<file path="src/rtl/tpu_pkg.sv">
// Shared types for the TPU output path: FP16 element type, writeback FSM
// states and the magnitude mask used for zero detection.
package tpu_pkg;

  typedef logic [15:0] fp16_t;

  typedef enum logic [1:0] {
    IDLE  = 2'd0,
    FILL  = 2'd1,
    WRITE = 2'd2,
    DONE  = 2'd3
  } relu_wb_state_e;

  localparam logic [14:0] FP16_ZERO_MASK = 15'h7FFF;

  // +0 and -0 both count as zero; the sign bit is ignored
  function automatic logic fp16_is_zero(input fp16_t v);
    return (v[14:0] & FP16_ZERO_MASK) == 15'd0;
  endfunction

endpackage

</file>
<file path="src/rtl/relu_writeback_if.sv">
// Element stream from relu and the write port towards the output SRAM.
// Handshake rule for both: a transfer happens on a rising clk edge where the
// producer's valid/we and the consumer's ready are both high; the producer
// holds its payload stable while it waits for ready.
interface relu_wb_stream_if;
  import tpu_pkg::*;

  logic  in_valid;
  fp16_t in_data;
  logic  in_ready;

  modport master (output in_valid, output in_data, input in_ready);
  modport slave  (input in_valid, input in_data, output in_ready);
endinterface

interface relu_wb_mem_if #(
  parameter int PACK   = 4,
  parameter int ADDR_W = 10
);
  logic                mem_we;
  logic [ADDR_W-1:0]   mem_addr;
  logic [16*PACK-1:0]  mem_wdata;
  logic                mem_ready;

  modport master (output mem_we, output mem_addr, output mem_wdata, input mem_ready);
  modport slave  (input mem_we, input mem_addr, input mem_wdata, output mem_ready);
endinterface

</file>
<file path="src/rtl/relu_wb_packer.sv">
// Lane registers and lane index for packing PACK FP16 elements into one word.
// `word` is the packed word as it will look once the element on `data` lands.
module relu_wb_packer
  import tpu_pkg::*;
#(
  parameter int PACK = 4
) (
  input  logic               clk,
  input  logic               rst_n,
  input  logic               clear,
  input  logic               load,
  input  fp16_t              data,
  output logic               full,
  output logic [16*PACK-1:0] word
);

  localparam int LW = $clog2(PACK);
  localparam logic [LW-1:0] LAST_LANE = LW'(PACK - 1);
  localparam logic [LW-1:0] LANE_ONE  = LW'(1);

  fp16_t         lanes_q [PACK];
  logic [LW-1:0] lane_idx;

  always_ff @(posedge clk or negedge rst_n) begin
    if (!rst_n) begin
      for (int k = 0; k < PACK; k++) lanes_q[k] <= '0;
      lane_idx <= '0;
    end else if (clear) begin
      for (int k = 0; k < PACK; k++) lanes_q[k] <= '0;
      lane_idx <= '0;
    end else if (load) begin
      lanes_q[lane_idx] <= data;
      lane_idx          <= (lane_idx == LAST_LANE) ? '0 : lane_idx + LANE_ONE;
    end
  end

  // High when the next accepted element completes the word
  assign full = (lane_idx == LAST_LANE);

  always_comb begin
    word = '0;
    for (int k = 0; k < PACK; k++) begin
      word[16*k +: 16] = (lane_idx == LW'(k)) ? data : lanes_q[k];
    end
  end

endmodule

</file>
<file path="src/rtl/relu_writeback.sv">
// Packs the relu FP16 stream into PACK-wide words and writes them to the
// output SRAM at sequential addresses, one job of num_words words per start.
// Optional zero-element counter: define RELU_WB_ZERO_CNT_EN.
module relu_writeback
  import tpu_pkg::*;
#(
  parameter int PACK   = 4,
  parameter int ADDR_W = 10
) (
  input  logic                clk,
  input  logic                rst_n,
  input  logic                start,
  input  logic [ADDR_W-1:0]   base_addr,
  input  logic [ADDR_W:0]     num_words,
  relu_wb_stream_if.slave     up,
  relu_wb_mem_if.master       sram,
  output logic                busy,
  output logic                done,
`ifdef RELU_WB_ZERO_CNT_EN
  output logic [ADDR_W+$clog2(PACK):0] zero_cnt,
`endif
  output relu_wb_state_e      dbg_state
);

  localparam logic [ADDR_W-1:0] ADDR_ONE = ADDR_W'(1);
  localparam logic [ADDR_W:0]   CNT_ONE  = (ADDR_W + 1)'(1);

  relu_wb_state_e     state;
  logic [ADDR_W:0]    num_q;
  logic [ADDR_W:0]    word_cnt;
  logic [ADDR_W:0]    word_cnt_inc;
  logic               accept;
  logic               pk_clear;
  logic               pk_full;
  logic [16*PACK-1:0] pk_word;

  assign accept       = (state == FILL) && up.in_valid && up.in_ready;
  assign pk_clear     = (state == IDLE) && start;
  assign word_cnt_inc = word_cnt + CNT_ONE;
  assign dbg_state    = state;

  relu_wb_packer #(.PACK(PACK)) u_packer (
    .clk   (clk),
    .rst_n (rst_n),
    .clear (pk_clear),
    .load  (accept),
    .data  (up.in_data),
    .full  (pk_full),
    .word  (pk_word)
  );

  always_ff @(posedge clk or negedge rst_n) begin
    if (!rst_n) begin
      state          <= IDLE;
      up.in_ready    <= 1'b0;
      sram.mem_we    <= 1'b0;
      sram.mem_addr  <= '0;
      sram.mem_wdata <= '0;
      busy           <= 1'b0;
      done           <= 1'b0;
      num_q          <= '0;
      word_cnt       <= '0;
    end else begin
      case (state)
        IDLE: begin
          done <= 1'b0;
          if (start) begin
            num_q         <= num_words;
            word_cnt      <= '0;
            sram.mem_addr <= base_addr;
            busy          <= 1'b1;
            if (num_words == '0) begin
              state <= DONE;
              done  <= 1'b1;
            end else begin
              state       <= FILL;
              up.in_ready <= 1'b1;
            end
          end
        end

        FILL: begin
          // The completed word is registered here so the SRAM sees it intact
          if (accept && pk_full) begin
            state          <= WRITE;
            up.in_ready    <= 1'b0;
            sram.mem_we    <= 1'b1;
            sram.mem_wdata <= pk_word;
          end
        end

        WRITE: begin
          if (sram.mem_ready) begin
            sram.mem_we   <= 1'b0;
            sram.mem_addr <= sram.mem_addr + ADDR_ONE;
            word_cnt      <= word_cnt_inc;
            if (word_cnt_inc == num_q) begin
              state <= DONE;
              done  <= 1'b1;
            end else begin
              state       <= FILL;
              up.in_ready <= 1'b1;
            end
          end
        end

        DONE: begin
          done  <= 1'b0;
          busy  <= 1'b0;
          state <= IDLE;
        end

        default: state <= IDLE;
      endcase
    end
  end

`ifdef RELU_WB_ZERO_CNT_EN
  localparam int ZW = ADDR_W + 1 + $clog2(PACK);

  always_ff @(posedge clk or negedge rst_n) begin
    if (!rst_n) begin
      zero_cnt <= '0;
    end else if (pk_clear) begin
      zero_cnt <= '0;
    end else if (accept && fp16_is_zero(up.in_data)) begin
      zero_cnt <= zero_cnt + ZW'(1);
    end
  end
`else
  // No sparsity counter in this build
`endif

endmodule

</file>
<file path="src/flat_wrapper.sv">
// flat-port wrapper written by rule: the top's interface ports become plain ports
module relu_writeback_flat import tpu_pkg::*;
#(
  parameter int PACK   = 4,
  parameter int ADDR_W = 10
)
  (clk, rst_n, start, base_addr, num_words, busy, done, dbg_state, up_in_valid, up_in_data, up_in_ready, sram_mem_we, sram_mem_addr, sram_mem_wdata, sram_mem_ready);
  relu_wb_stream_if up_i ();
  relu_wb_mem_if #(.PACK(PACK), .ADDR_W(ADDR_W)) sram_i ();
  input  logic clk;
  input  logic rst_n;
  input  logic start;
  input  logic [ADDR_W-1:0] base_addr;
  input  logic [ADDR_W:0] num_words;
  output logic busy;
  output logic done;
  output relu_wb_state_e dbg_state;
  input wire logic [$bits(up_i.in_valid)-1:0] up_in_valid;
  input wire logic [$bits(up_i.in_data)-1:0] up_in_data;
  output wire logic [$bits(up_i.in_ready)-1:0] up_in_ready;
  output wire logic [$bits(sram_i.mem_we)-1:0] sram_mem_we;
  output wire logic [$bits(sram_i.mem_addr)-1:0] sram_mem_addr;
  output wire logic [$bits(sram_i.mem_wdata)-1:0] sram_mem_wdata;
  input wire logic [$bits(sram_i.mem_ready)-1:0] sram_mem_ready;
  assign up_i.in_valid = up_in_valid;
  assign up_i.in_data = up_in_data;
  assign up_in_ready = up_i.in_ready;
  assign sram_mem_we = sram_i.mem_we;
  assign sram_mem_addr = sram_i.mem_addr;
  assign sram_mem_wdata = sram_i.mem_wdata;
  assign sram_i.mem_ready = sram_mem_ready;
  relu_writeback #(.PACK(PACK), .ADDR_W(ADDR_W)) u_core (.clk(clk), .rst_n(rst_n), .start(start), .base_addr(base_addr), .num_words(num_words), .up(up_i), .sram(sram_i), .busy(busy), .done(done), .dbg_state(dbg_state));
endmodule
</file>
<file path="config.mk">
export PLATFORM = sky130hd
export DESIGN_NAME = relu_writeback_flat
export DESIGN_NICKNAME = d
export VERILOG_FILES = /design/src/rtl/tpu_pkg.sv /design/src/rtl/relu_writeback_if.sv /design/src/rtl/relu_wb_packer.sv /design/src/rtl/relu_writeback.sv /design/src/flat_wrapper.sv
export SDC_FILE = /design/constraint.sdc
export NUM_CORES = 1
export LEC_CHECK = 0
export BUFFER_PORTS_ARGS = -buffer_cell sky130_fd_sc_hd__buf_2
export CAP_MARGIN = 20
export CORE_ASPECT_RATIO = 0.7
export CORE_MARGIN = 2
export CORE_UTILIZATION = 50
export DETAILED_ROUTE_END_ITERATION = 8
export PLACE_DENSITY = 0.76
export REMOVE_ABC_BUFFERS = 1
export SKIP_CTS_REPAIR_TIMING = 1
export SYNTH_ARGS = -nofsm -noshare
export SYNTH_HDL_FRONTEND = slang
export SYNTH_SLANG_ARGS = --single-unit
</file>
<file path="constraint.sdc">
create_clock -name clk -period 2 [get_ports clk]
set_input_delay 0.2 -clock clk [delete_from_list [all_inputs] [get_ports clk]]
set_output_delay 0.2 -clock clk [all_outputs]
set_load 0.005 [all_outputs]
</file>
### Word-level counts from Yosys, hierarchy flattened

Cells that the tools add are included.

* bitwise operators: 1
* order comparisons: 2
* mux-type cells: 40
* eq/ne operators: 13
* reductions and logical operators: 22
* add/subtract/negate cells: 3

Operators with widths (number)
* $mux W64: 2
* $mux W16: 5
* $bwmux W64: 1
* $demux W16 S2: 1
* $mux W11: 2
* $pmux W11 S2: 1
* $mux W10: 2
* $pmux W10 S2: 1
* $mux W2: 8
* $mux W1: 12
* $reduce_and A3 Y1: 4
* $add A11 B1 Y11 const B: 1
* $eq A11 B11 Y1: 1
* $logic_not A11 Y1: 1
* $add A10 B1 Y10 const B: 1
* $ne A2 B2 Y1 const B: 5
* $eq A2 B2 Y1 const B: 4
* $pmux W2 S4: 1
* $reduce_bool A2 Y1: 4
* $pmux W1 S3: 2
* $reduce_and A2 Y1: 3
* $reduce_and A6 Y1: 1
* $reduce_bool A3 Y1: 2
* $logic_and A1 B1 Y1: 5
* other kinds (8): 11

* bits of input ports: 42
* output and inout port bits: 80
* word-level logic and storage cells: 95
* register bits: 168

### Depth between registers and ports, before layout

Gate-level depths: netlist (run 1).

* depth in word-level cells: 8
* gate-level depth with buffers: 8
* gate-level depth less buffers: 7

### Modules after synthesis

Synthesis (run 1) repeated with hierarchy kept, for this count alone.

* cells, all modules: 753
* area, all modules: 8598.2 sq um

By module, submodules not included
* relu_writeback: cells an instance 368, times used 1, area an instance 4445.5 sq um, seq. area each 2552.4 sq um
* relu_wb_packer: cells an instance 385, times used 1, area an instance 4152.7 sq um, seq. area each 1651.6 sq um

### Worst setup path before layout (run 1)

Ideal clock, no wire load.

* path kind: register to register
* from: register u_core.word_cnt[0]
* to: register u_core.up.in_ready
* stages on the path, launching flop included: 8
* required time: 1.859 ns
* clock period less this slack: 2.127 ns
* arrival: 1.986 ns
* slack: -0.127 ns
* path buffers: 0
* library setup time: 0.141 ns
* path through: dfrtp_1 > ha_1 > and2_1 > and2_2 > a221o_1 > a311o_1 > nor4_4 > a31oi_1

* longest elaborated chain between the ends: 4

RTL lines
* from (decl): RTL line relu_writeback.sv:30 `logic [ADDR_W:0] word_cnt;`
* from (signal assigned): RTL line relu_writeback.sv:96 `word_cnt <= word_cnt_inc;`
* $add A11 B1 Y11: RTL line relu_writeback.sv:39 `assign word_cnt_inc = word_cnt + CNT_ONE;`
* $eq A11 B11 Y1: RTL line relu_writeback.sv:97 `if (word_cnt_inc == num_q) begin`
* $ne A2 B2 Y1 (no line)
* $reduce_and A6 Y1 (no line)
* to (signal assigned): RTL line relu_writeback.sv:55 `up.in_ready <= 1'b0;`
* to (signal assigned): RTL line relu_writeback.sv:86 `up.in_ready <= 1'b0;`
* to (signal assigned): RTL line relu_writeback.sv:102 `up.in_ready <= 1'b1;`
* to (decl): RTL line relu_writeback_if.sv:13 `modport slave (input in_valid, input in_data, output in_ready);`

Every way passes these cells.
A chain may end at the register's enable or synchronous reset.

### Worst setup path after layout (run 1)

* from: register u_core.word_cnt[3]
* to: register u_core.up.in_ready

The elaborated chain is that of the path after synthesis.

==> results of run 1 <==
==> power breakdown <==
part | total, uW | switching (uW) | internal, uW
clock | 3120 | 1340 | 1780
sequential | 5200 | 826 | 4380
combinational | 4550 | 2440 | 2110
total | 12900 | 4600 | 8270
==> stage by stage <==
step           setup WS, ns  instance area, um2  total power, uW  std cells
5_1_grt             -0.1344                8713            13800       1092
3_5_place_dp        -0.1119                8108             9775       1058
2_1_floorplan        -2.098                6783             7757        694
6_report           -0.05455                8713            12870       1092
4_1_cts             -0.1230                8687            12950       1090
3_3_place_gp       -0.05224                8108             9618       1058
==> cells in the final DEF, fill, tap and decap left out, drive strengths merged, types with 2 or more instances in the layout <==
cell / Yosys / layout
nand2b: 2 / 2
ha: 6 / 6
a41oi: 2 / 2
a22o: 2 / 2
nand2: 218 / 218
nor3: 2 / 2
nand3b: 2 / 2
a31oi: 5 / 5
o31ai: 4 / 4
o22ai: 7 / 7
nor4: 4 / 4
a21oi: 66 / 66
dfrtp: 152 / 152
o21ai: 69 / 69
and2: 7 / 7
clkinvlp: 0 / 3
mux2: 10 / 10
nand3: 12 / 12
nand4: 2 / 2
mux2i: 50 / 50
clkinv: 0 / 3
clkbuf: 37 / 19
nor2: 20 / 20
buf: 12 / 175
inv: 6 / 12
and3: 7 / 7
xnor2: 9 / 9
xor2: 2 / 2
nor2b: 7 / 7
o211ai: 3 / 3
a21o: 3 / 3
==> critical path, stage by stage (launching register included) <==
cell and delay [ns]:
dfrtp_1 0.42, and3_4 0.19, a211o_1 0.29, a221o_1 0.31, a311o_1 0.38, nor4_4 0.20, a31oi_1 0.13
==> per-layer routing <==
layer  up-vias  GRT usage (%)
li1       2823              -
met1      2847          35.86
met2       165          36.16
met3        11          4.469
met4         0          6.863
met5         -              0
==> final cells by class <==
class                      instances  share of cell area (%)
multi-input combinational        536                   34.20
timing repair buffer             176                   12.51
clock inverter                    13                   1.565
sequential                       152                   43.65
clock buffer                      19                   5.083
inverter                           6                  0.2585
tap                              190                   2.728
==> cells by family (layout without fill, tap and decap cells) <==
group	count (synthesis)	after routing	share of synthesized area (%)
AOI/OAI and AO/OA	171	171	13.60
DFF	152	152	54.45
buffers and inverters	55	214	3.224
muxes	60	60	8.777
and+or+nand+nor	288	288	17.50
adders and majority gates	6	6	1.075
xor gates and xnor gates	11	11	1.379
==> state kept, by name (all words and copies together), names as in the netlist <==
signal / flops
u_core.u_packer.lane_idx: 2
u_core.word_cnt: 11
u_core.num_q: 11
u_core.u_packer.lanes_q: 48
u_core.sram.mem_addr: 10
u_core.done: 1
u_core.sram.mem_we: 1
u_core.sram.mem_wdata: 64
u_core.busy: 1
u_core.dbg_state: 2
u_core.up.in_ready: 1
==> final timing paths <==
| path | start | endpoint | slack, ns | cells past startpoint |
|---|---|---|---|---|
| setup / recovery | u_core.word_cnt[3]$_DFFE_PN0P_ | u_core.up.in_ready$_DFFE_PN0P_ | -0.05 | 6 |
| hold / removal | base_addr[0] | u_core.sram.mem_addr[0]$_DFFE_PN0P_ | 0.01 | 3 |
| setup reg to reg | u_core.word_cnt[3]$_DFFE_PN0P_ | u_core.up.in_ready$_DFFE_PN0P_ | -0.05 | 6 |
| hold reg to reg | u_core.sram.mem_wdata[51]$_DFFE_PN0P_ | u_core.sram.mem_wdata[51]$_DFFE_PN0P_ | 0.47 | 2 |
| max in group asynchronous | rst_n | u_core.word_cnt[2]$_DFFE_PN0P_ | 1.04 | 3 |
| min in group asynchronous | rst_n | u_core.sram.mem_wdata[51]$_DFFE_PN0P_ | 0.31 | 2 |
==> cell usage after synthesis (2+ instances only) <==
cell type / n
a21oi_1: 66
mux2i_1: 50
o211ai_1: 3
inv_1: 6
nor2_1: 20
and3_1: 5
a41oi_1: 2
nand3_1: 12
nor3_1: 2
a22o_1: 2
ha_1: 6
nor4_1: 3
buf_1: 4
o21ai_0: 45
xor2_1: 2
mux2_2: 10
and2_1: 6
a21o_1: 3
nand2_1: 218
o22ai_1: 7
nand3b_1: 2
nand2b_1: 2
clkbuf_1: 37
xnor2_1: 9
dfrtp_1: 152
a31oi_1: 5
nor2b_1: 7
nand4_1: 2
buf_2: 6
o31ai_1: 4
o21ai_1: 24
==> impl_metrics.py, run 1 <==
metrics = {
    "global_route": {
        "overflow": 0,
        "grt_max_degree": 53,
        "grt_pass1_wl_mm": 28.21,
        "antenna_found_initial": 0,
        "grt_pass1_vias": 5400,
        "grtUsageTotal_pct": 23.97,
    },
    "timing": {
        "tns_ns": -0.09323,
        "fin_crit_sh_pct": 102.7,
        "maxSlewHeadroom_pct": 61.23,
        "tightest_slew_ns": 0.5771,
        "setup_ws_ns": -0.05455,
        "timing.final.hold_violations": 0,
        "post-route-min-period_ns": 2.055,
        "setup_viol": 3,
        "fmax_mhz": 486.7,
        "final-max-slew-violation-count": 0,
        "rsz0062_at_grt": "true",
        "worst_clock_skew_ns": 0.008555,
        "whs_ns": 0.01258,
    },
    "min_path": {
        "worstHoldPathType": "in -> reg",
    },
    "cts": {
        "clk_latency_ns": 0.41,
        "cts_tree": "built",
        "cts_made_buffers": 17,
        "cts-root-buf": "clkbuf_16",
        "ctsHtreeMaxLevel": 4,
        "cts_buffer_depth": 2,
        "path_clk_slew_ns": 0.06,
        "cts.sinks": 152,
    },
    "yosys": {
        "yosysSeqAreaShare_pct": 54.45,
        "yosysTopAreaCell": "dfrtp_1",
        "synth_top_area_share_pct": 54.45,
        "syn_area_per_cell_um2": 9.402,
        "synth_cells": 743,
        "synthArstFlopShare_pct": 100.0,
        "ys.flop_type": "dfrtp_1",
        "synth_edf_count": 0,
        "synth_cell_type_count": 52,
        "synth-seq-cells": 152,
        "yosysWarnings": 0,
        "synth.area.top_cells": "dfrtp_1, nand2_1, mux2i_1",
        "syn_area_um2": 6985,
    },
    "cells_and_area": {
        "multiInputGateArea_um2": 2980,
        "utilization_pct": 63.22,
        "syn_to_final_growth_pct": 24.74,
        "fillers": 1155,
        "nets": 937,
        "seqCellArea_um2": 3804,
        "antenna-diode-count": 0,
        "drive_gt1_share_pct": 25.06,
    },
    "placed_design": {
        "dpl.hpwl_mm": 11.95,
        "portBuffers": 121,
        "gp_congestion": 0.8935,
    },
    "critical_path": {
        "endpoint_kind": "flip-flop",
        "path_max_fanout": 4,
        "crit_arrival_ns": 2.33,
        "cp.required_ns": 2.28,
        "start_kind": "flip-flop",
        "crit_type": "reg -> reg",
    },
    "routing": {
        "avgViaCountPerCell": 5.353,
        "met1Wirelength_mm": 8.505,
        "drt_wl_total_mm": 17.28,
        "routed.top_layer": "met4",
        "met3_length_um": 872,
        "wire_per_inst_um": 15.82,
        "drtIter0Drc": 476,
        "dr_total_vias": 5846,
        "drc": 0,
        "ant_nets": 0,
        "drt_first_pass_iters": 5,
        "dr_wl_met2_mm": 7.740,
    },
    "die": {
        "rows": 36,
        "start_util_pct": 50.68,
        "die_x_um": 145.3,
        "dieArea_um2": 14950,
        "ios": 122,
        "coreArea_um2": 13780,
        "die_h_um": 102.9,
    },
    "run_status": {
        "outcome": "finished with violations",
        "violations": "negative setup slack",
    },
    "job": {
        "maxCapViolations": 0,
    },
    "pwr": {
        "powerDensity_nw_per_um2": 1478,
        "ir_drop_mv": 0.6455,
        "power_leakage_uw": 0.004211,
    },
}
No activity file was read; power rests on OpenSTA's default activity.
==> inputs of run 2 (changes only) <==
--- a/config.mk
+++ b/config.mk
@@ -9,9 +9,9 @@
 export CAP_MARGIN = 20
 export CORE_ASPECT_RATIO = 0.7
 export CORE_MARGIN = 2
-export CORE_UTILIZATION = 50
+export CORE_UTILIZATION = 30
 export DETAILED_ROUTE_END_ITERATION = 8
-export PLACE_DENSITY = 0.76
+export PLACE_DENSITY = 0.51
 export REMOVE_ABC_BUFFERS = 1
 export SKIP_CTS_REPAIR_TIMING = 1
 export SYNTH_ARGS = -nofsm -noshare
==> impl_metrics.py, run 2 (synthesis results as in run 1) <==
metrics = {
    "timing": {
        "maxSlewHeadroom_pct": 61.44,
        "fin_crit_sh_pct": 98.62,
        "final-max-slew-violation-count": 0,
        "worst_clock_skew_ns": 0.009017,
        "tns_ns": 0,
        "fmax_mhz": 507.0,
        "setup_viol": 0,
        "timing.final.hold_violations": 0,
        "tightest_slew_ns": 0.5731,
        "post-route-min-period_ns": 1.972,
        "rsz0062_at_grt": "true",
    },
    "critical_path": {
        "endpoint_kind": "flip-flop",
        "path_max_fanout": 5,
        "crit_arrival_ns": 2.26,
        "start_kind": "flip-flop",
        "cp.required_ns": 2.29,
        "crit_type": "reg -> reg",
    },
    "pwr": {
        "powerDensity_nw_per_um2": 1469,
        "ir_drop_mv": 0.5801,
        "power_leakage_uw": 0.004236,
    },
    "global_route": {
        "overflow": 0,
        "grtUsageTotal_pct": 15.75,
        "grt_max_degree": 72,
        "antenna_found_initial": 0,
        "grt_pass1_wl_mm": 30.59,
        "grt_pass1_vias": 5460,
    },
    "routing": {
        "dr_total_vias": 5699,
        "drt_wl_total_mm": 18.89,
        "ant_nets": 0,
        "drc": 0,
        "drtIter0Drc": 323,
        "drt_first_pass_iters": 5,
        "wire_per_inst_um": 15.57,
        "avgViaCountPerCell": 4.698,
    },
    "cells_and_area": {
        "top_regs": "u_core.sram.mem_wdata: 64 flops, u_core.u_packer.lanes_q: 48 flops",
        "nets": 936,
        "largest_reg_flops": 64,
        "utilization_pct": 39.31,
        "fillers": 2297,
        "drive_gt1_share_pct": 25.31,
        "mostFrequentLayoutCell": "nand2_1",
        "syn_to_final_growth_pct": 27.94,
        "largest_register": "u_core.sram.mem_wdata",
        "final_cell_mix": "nand2_1, dfrtp_1, buf_2, a21oi_1, mux2i_1",
        "antenna-diode-count": 0,
    },
    "die": {
        "die_h_um": 131.7,
        "ios": 122,
        "coreArea_um2": 22730,
        "die_x_um": 186.4,
        "dieArea_um2": 24540,
        "rows": 46,
        "start_util_pct": 30.73,
    },
    "cts": {
        "cts_buffer_depth": 2,
        "cts_tree": "built",
        "cts_made_buffers": 17,
        "clk_latency_ns": 0.42,
        "ctsHtreeMaxLevel": 4,
        "cts-root-buf": "clkbuf_16",
        "path_clk_slew_ns": 0.06,
        "cts.sinks": 152,
    },
    "run_status": {
        "outcome": "finished clean",
    },
    "placed_design": {
        "dpl.hpwl_mm": 13.29,
        "portBuffers": 121,
        "gp_congestion": 0.8418,
    },
    "job": {
        "maxCapViolations": 0,
    },
    "min_path": {
        "worstHoldPathType": "in -> reg",
    },
}
-- run 2: routing by layer --
metal	routed length, um	part of all wire (%)	track usage (%)	vias to the layer above
met5	0	0	0	-
met4	159	0.84	4.044	0
met3	923	4.9	3.606	11
met2	7713	41	21.81	126
met1	10090	53	24.28	2728
li1	-	-	-	2834
-- run 2: worst paths after layout --
check                                                            from                                    end  slack (ns)  cells after the start
min in group asynchronous                                       rst_n  u_core.sram.mem_wdata[59]$_DFFE_PN0P_        0.31                      2
max in group asynchronous                                       rst_n         u_core.word_cnt[3]$_DFFE_PN0P_        1.06                      3
worst max-delay path                   u_core.word_cnt[3]$_DFFE_PN0P_         u_core.up.in_ready$_DFFE_PN0P_        0.03                      6
worst min register to register  u_core.sram.mem_wdata[61]$_DFFE_PN0P_  u_core.sram.mem_wdata[61]$_DFFE_PN0P_        0.47                      2
worst min-delay path                                     base_addr[0]    u_core.sram.mem_addr[0]$_DFFE_PN0P_        0.01                      3
worst max register to register         u_core.word_cnt[3]$_DFFE_PN0P_         u_core.up.in_ready$_DFFE_PN0P_        0.03                      6
-- run 2: report_power, final --
| group | internal (uW) | total [uW] | leakage, uW | switching, uW |
|---|---|---|---|---|
| clock | 2020 | 3350 | 0.000296 | 1330 |
| combinational | 2130 | 4590 | 0.00197 | 2460 |
| sequential | 4380 | 5190 | 0.00197 | 816 |
| total | 8520 | 13100 | 0.00424 | 4610 |
-- run 2: stage by stage --
stage / cell area, um2 / total power [uW] / instances / worst slack, ns / hold WS [ns]
detailed placement: 8270 / 9893 / 1178 / -0.09376 / 0.1900
finish: 8937 / 13130 / 1213 / 0.02756 / 0.01390
floorplan: 6783 / 7757 / 694 / -2.098 / -0.09559
CTS: 8881 / 13310 / 1210 / -0.09106 / -0.2732
global placement: 8270 / 9816 / 1178 / -0.06283 / 0.1932
global route: 8937 / 14120 / 1213 / -0.06706 / 0.02653
-- run 2: layout make-up --
type | instances | area, um2 | area share (%)
clock buffer | 20 | 446.7 | 4.998
clock inverter | 12 | 163.9 | 1.834
inverter | 6 | 22.52 | 0.2520
multi-input combinational | 536 | 2997 | 33.53
sequential | 152 | 3806 | 42.59
tap | 312 | 390.4 | 4.368
timing repair buffer | 175 | 1111 | 12.43
-- run 2: worst max-delay path: stages (launching register included) --
cell	delay (ns)
dfrtp_2	0.44
and3_4	0.18
a211o_1	0.29
a221o_1	0.31
a311o_1	0.31
nor4_4	0.20
a31oi_1	0.12
